File: config.mk
export PLATFORM = sky130hd
export DESIGN_NAME = dffnsre_bank_reader
export DESIGN_NICKNAME = d
export VERILOG_FILES = /design/src/rtl/dffnsre_bank_reader.sv
export SDC_FILE = /design/constraint.sdc
export NUM_CORES = 1
export LEC_CHECK = 0
export CAP_MARGIN = 25
export CORE_MARGIN = 4
export CORE_UTILIZATION = 51
export CTS_BUF_LIST = sky130_fd_sc_hd__clkbuf_8 sky130_fd_sc_hd__clkbuf_16
export DETAILED_ROUTE_END_ITERATION = 8
export GPL_ROUTABILITY_DRIVEN = 0
export HOLD_SLACK_MARGIN = 0.12
export PLACE_DENSITY = 0.82
export SYNTH_ARGS = -nofsm -noshare
export SYNTH_HDL_FRONTEND = slang
export SYNTH_SLANG_ARGS = --single-unit
File: constraint.sdc
create_clock -name C -period 2.5 [get_ports C]
set_clock_uncertainty 0.1 [all_clocks]
set_input_delay 0.5 -clock C [delete_from_list [all_inputs] [get_ports C]]
set_output_delay 0.5 -clock C [all_outputs]
set_load 0.05 [all_outputs]
File: src/rtl/dffnsre_bank_reader.sv
// dffnsre_bank_reader
// Snapshots the gated Q lanes of an 8-lane negative-edge flop bank on a
// capture request. The captured word is returned as a serial bit stream,
// LSB first, followed by an optional parity bit.
//
// Ports:
//   C         clock, all state updates on the rising edge
//   R         synchronous active-high reset
//   Q_in      bank Q lanes (already gated by the bank's sel)
//   sel_in    bank sel, sampled with Q_in to produce desel
//   cap_req   capture request, level-sampled every cycle
//   ovr_clr   clears the sticky overrun flag
//   tx_ready  sink accepts the current bit
//   tx_data   current serial bit
//   tx_valid  tx_data is valid
//   tx_last   current bit is the final bit of the frame
//   busy      a frame is in progress
//   desel     sel_in was 0 at the last capture
//   overrun   sticky: cap_req seen while busy and not taken
//   state     debug view of the FSM state (0 IDLE, 1 SHIFT, 2 PAR)
//
// Handshake: a bit transfers on a rising edge where tx_valid && tx_ready.
// Once tx_valid rises it stays high until the frame's last bit transfers.
// tx_data and tx_last do not change while tx_valid && !tx_ready.
// Every output is decoded from registered state only, so neither tx_ready
// nor cap_req has a combinational path to an output.
module dffnsre_bank_reader #(
  parameter int WIDTH      = 8,
  parameter bit PARITY_EN  = 1'b1,
  parameter bit ODD_PARITY = 1'b0
) (
  input  logic             C,
  input  logic             R,
  input  logic [WIDTH-1:0] Q_in,
  input  logic             sel_in,
  input  logic             cap_req,
  input  logic             ovr_clr,
  input  logic             tx_ready,
  output logic             tx_data,
  output logic             tx_valid,
  output logic             tx_last,
  output logic             busy,
  output logic             desel,
  output logic             overrun,
  output logic [1:0]       state
);

  localparam int CW = $clog2(WIDTH) + 1;
  localparam logic [CW-1:0] LAST_IDX = CW'(WIDTH - 1);

  typedef enum logic [1:0] {
    IDLE  = 2'd0,
    SHIFT = 2'd1,
    PAR   = 2'd2
  } state_t;

  state_t           st;
  logic [WIDTH-1:0] shift_q;
  logic [CW-1:0]    cnt;
  logic             par_q;
  logic             desel_q;
  logic             overrun_q;

  logic at_last;    // SHIFT is presenting data bit WIDTH-1
  logic fire;       // current bit transfers on this edge
  logic final_acc;  // the frame's final bit transfers on this edge
  logic take_cap;   // a capture is loaded on this edge
  logic ovr_evt;    // a request arrived that cannot be taken

  assign at_last   = (st == SHIFT) && (cnt == LAST_IDX);
  assign tx_valid  = (st == SHIFT) || (st == PAR);
  assign busy      = tx_valid;
  assign tx_data   = (st == PAR)   ? par_q :
                     (st == SHIFT) ? shift_q[0] : 1'b0;
  assign tx_last   = (st == PAR) || (at_last && !PARITY_EN);
  assign fire      = tx_valid && tx_ready;
  assign final_acc = fire && tx_last;
  // The final-accept cycle counts as idle for capture purposes, which
  // gives back-to-back frames with no gap.
  assign take_cap  = cap_req && ((st == IDLE) || final_acc);
  assign ovr_evt   = cap_req && busy && !final_acc;

  assign desel   = desel_q;
  assign overrun = overrun_q;
  assign state   = st;

  always_ff @(posedge C) begin
    if (R) begin
      st        <= IDLE;
      shift_q   <= '0;
      cnt       <= '0;
      par_q     <= 1'b0;
      desel_q   <= 1'b0;
      overrun_q <= 1'b0;
    end else begin
      // Set wins over clear when both land in the same cycle.
      overrun_q <= ovr_evt | (overrun_q & ~ovr_clr);

      if (take_cap) begin
        shift_q <= Q_in;
        desel_q <= ~sel_in;
        par_q   <= (^Q_in) ^ ODD_PARITY;
        cnt     <= '0;
        st      <= SHIFT;
      end else begin
        case (st)
          IDLE: begin
            st <= IDLE;
          end
          SHIFT: begin
            if (fire) begin
              if (at_last) begin
                st <= PARITY_EN ? PAR : IDLE;
              end else begin
                shift_q <= {1'b0, shift_q[WIDTH-1:1]};
                cnt     <= cnt + 1'b1;
              end
            end
          end
          PAR: begin
            if (fire) begin
              st <= IDLE;
            end
          end
          default: begin
            st <= IDLE;
          end
        endcase
      end
    end
  end

endmodule

## Word level (Yosys, flattened, before mapping)

Index checks and enable logic that the tools add are counted.

- Reduce and logical (&&, ||, !) cells: 18
- Equality and inequality tests: 10
- Bitwise operators: 5
- $add $sub $neg: 1
- Multiplexer cells: 11

Operators with widths:

| operator | count |
|---|---|
| $mux 8 | 4 |
| $reduce_and 3->1 | 4 |
| $reduce_xor 8->1 | 1 |
| $logic_and 1x1->1 | 6 |
| $mux 2 | 3 |
| $ne 3x3->1 const B | 2 |
| $add 4x1->4 const B | 1 |
| $eq 4x3->1 const B | 1 |
| $ne 2x1->1 const B | 2 |
| $ne 2x2->1 const B | 2 |
| $pmux 2 s2 | 1 |
| $reduce_bool 2->1 | 2 |
| $mux 1 | 3 |
| $ne 3x1->1 const B | 1 |
| $not 1->1 | 3 |
| $eq 2x1->1 const B | 1 |
| $eq 2x2->1 const B | 1 |
| $logic_not 2->1 | 1 |
| $logic_or 1x1->1 | 2 |
| $reduce_or 2->1 | 1 |
| $and 1x1->1 | 1 |
| $logic_not 1->1 | 1 |
| $or 1x1->1 | 1 |

- Word-level logic and storage cells: 52
- Register bits after elaboration: 17

## Depth between registers and ports, before layout

- Word-level depth: 8
- Mapped depth: 7
- Mapped depth without buffers: 6

## Worst setup path before layout

OpenSTA, ideal clock, no wires.

- Path kind: reg-to-output
- Start: register st[0] (netlist: state[0])
- End: output tx_data
- Path buffers: 0
- Arrival: 2.390 ns
- Slack: -0.490 ns
- Cell stages (with the launch flop): 4
- Path through: dfxtp_1 inv_1 ha_1 o21ai_0

RTL lines:

| item | line | text |
|---|---|---|
| from (decl) | 57 | `state_t st;` |
| from (signal assigned) | 113 | `st <= PARITY_EN ? PAR : IDLE;` |
| $eq 2x2->1 | n/a |  |
| via tx_last | 41 | `output logic tx_last,` |
| $mux 1 | 73 | `assign tx_data = (st == PAR) ? par_q :` |
| to (decl) | 39 | `output logic tx_data,` |

The timed path passes the listed nets, and every way through them passes these cells.

## Final worst setup path

- Start: register st[0] (netlist: state[0])
- End: output tx_last

- Cells in the longest elaborated chain, start to end: 1

Ends and longest elaborated chain:

| item | line | text |
|---|---|---|
| $eq 2x2->1 | 75 | `assign tx_last = (st == PAR) \|\| (at_last && !PARITY_EN);` |
| to (decl) | 41 |  |

No other way between the ends.

==> flow_summary.yaml <==
outcome:
  status: "complete, no violations"
pwr:
  power_frac_comb_pct: 20.9
  p_per_area_nw_per_um2: 536
  irDropWorstVdd_mv: 0.396
  power_frac_seq_pct: 47.4
  power.switching_uw: 168
  leakagePower_nw: 0.526
  swShare_pct: 26.9
  power_frac_clock_pct: 31.7
  p_int_uw: 458
setup_path:
  critical_path_class: "flip-flop to output port"
  worstPathArrival_ps: 1720
  cp-end-kind: "output port"
  setup.worst_path.start_class: "flip-flop"
  reg2regPathDepth: 6
  crit_fanout: 5
  required_ps: 1900
routing:
  wl_um: 1820
  ant_nets: 0
  drc_errors: 0
  wl_per_cell_um: 12.8
  vias_per_cell: 5.24
  drt_iter0_markers: 7
  firstDrtPassIters: 4
  vias: 744
synthesis:
  ys_top_cells_by_area: "dfxtp_1 37%, mux2i_1 9.7%, a211oi_1 7.3%"
  ys_seq_elements: 17
  syn_avg_cell_area_um2: 9.46
  seq_area_frac_synth_pct: 36.7
  ys.flop_type: "dfxtp_1"
  async_flop_share_pct: 0
  synth_area_um2: 927
  synth_edf_count: 0
  synth_cells: 98
  synth_cell_type_count: 24
  synth_top_area_cell: "dfxtp_1"
  syn_nets: 116
  yosys_warnings: 0
  synth_top_area_share_pct: 36.7
layout:
  drive_above_1_share_pct: 11.1
  seq_area_um2: 340
  area_growth_pct: 26.0
  layout_common_cells: "18 x clkdlybuf4s50_1, 17 x dfxtp_1, 12 x nor2_1"
  fin_nets: 136
  final_common_cell: "clkdlybuf4s50_1"
  fillers: 155
  multi_input_area_um2: 537
  insertedDiodeCount: 0
timing:
  setup_viol: 0
  period_share_pct: 92.9
  whs_ps: 389
  hold_viol_final: 0
  tns_ps: 0
  clock.fmax_ghz: 0.431
  worst_pin_slew_ps: 606
  slew_headroom_pct: 59.5
  rsz0062_at_grt: "no"
  drv_slew: 0
  fin_crit_ps: 2320
floorplan:
  start_util_pct: 53.7
  core_um2: 1730
  dieArea_um2: 2560
  num_io_pins: 22
  die_w_um: 50.6
  die_h_um: 50.6
  row_count: 15
grt:
  grt.overflow.total: 0
  grt_pass1_wl_um: 3150
  grt_start_max_net_pins: 18
  grt_use_total_pct: 16.1
  antenna_found_initial: 0
  grt_pass1_vias: 750
clock_tree:
  cts_hold_buf: 0
  cts_tree: "done"
  numCtsBuffers: 3
  cts.repair.resized: 0
  post_cts_buffers: 0
  clkTransAtPathRegs_ps: 70
  cts_max_level: 1
  clock-sinks: 17
  clockBufferDepth: 2
  root_buffer: "clkbuf_8"
  clk_latency_ps: 250
placement:
  hpwl_um: 1370
  io_buffers: 21
job:
  maxCapViolations: 0
min_path:
  hold_path_class: "flip-flop to flip-flop"
  hold-path-cell-count: 2
## final timing paths
| check | start | slack (ps) | end |
|---|---|---|---|
| hold reg to reg | shift_q[7] | 390 | shift_q[7] |
| hold / removal | shift_q[7] | 390 | shift_q[7] |
| setup / recovery | state[0] | 180 | tx_last |
| setup reg to reg | state[1] | 630 | shift_q[1] |
## cells in the mapped netlist (all sizes together) (3+ instances only)
cell     n
a211oi   9
nor3     5
ha       4
o21a     3
xor2     3
nor2    12
dfxtp   17
inv      3
buf      4
xnor2    7
a21oi    3
o21ai    3
nand2    6
mux2i    9
nand3    3
## area by class of cell
cell class,count,share of cell area [%]
Timing Repair Buffer,21,17.3
Clock buffer,3,3.53
Multi-Input combinational cell,72,45.9
Sequential cell,17,29.1
Clock inverter,1,0.428
Inverter,3,0.964
Tap cell,25,2.68
## flip-flops by register name (all words and copies together) (netlist names)
register  flops
cnt           4
desel         1
overrun       1
par_q         1
shift_q       8
state         2
## per-layer routing
metal,track usage [%],up-vias,routed length (um)
li1,-,375,-
met1,17.2,346,777
met2,30.4,21,937
met3,2.97,2,92
met5,0,-,0
met4,6.73,0,13
## power by group through the flow
stage / Combinational, mW / Sequential, mW / Clock, mW
3_3_place_gp: 0.129 / 0.301 / 0
2_1_floorplan: 0.0811 / 0.311 / 0
4_1_cts: 0.133 / 0.296 / 0.206
5_1_grt: 0.143 / 0.298 / 0.216
3_5_place_dp: 0.132 / 0.302 / 0
6_report: 0.131 / 0.297 / 0.198
## critical path: stages, from the launching register on
cell	delay (ps)
dfxtp_1	330
inv_1	80
ha_1	230
clkdlybuf4s50_1	830
## cells by family after synthesis
group,count (synthesis),share of synthesized area [%]
buffers and inverters,9,5.80
adder cells (fa/ha/maj),4,5.40
AO/OA/AOI/OAI,18,14.2
flip-flops,17,36.7
XOR/XNOR,10,9.45
AND/OR/NAND/NOR,31,18.8
multiplexers,9,9.72
## through the flow
stage                     power [mW]  instances  utilization (%)  cell area (um^2)  worst slack, ps
after detailed placement       0.434        138             65.0              1120              437
after CTS                      0.635        142             67.7              1170              167
after floorplan                0.392         98                -               931              137
final                          0.626        142             67.7              1170              178
after global placement         0.430        138             65.0              1120              468
after global routing           0.658        142             67.7              1170              121
(Power assumes the default switching activity.)
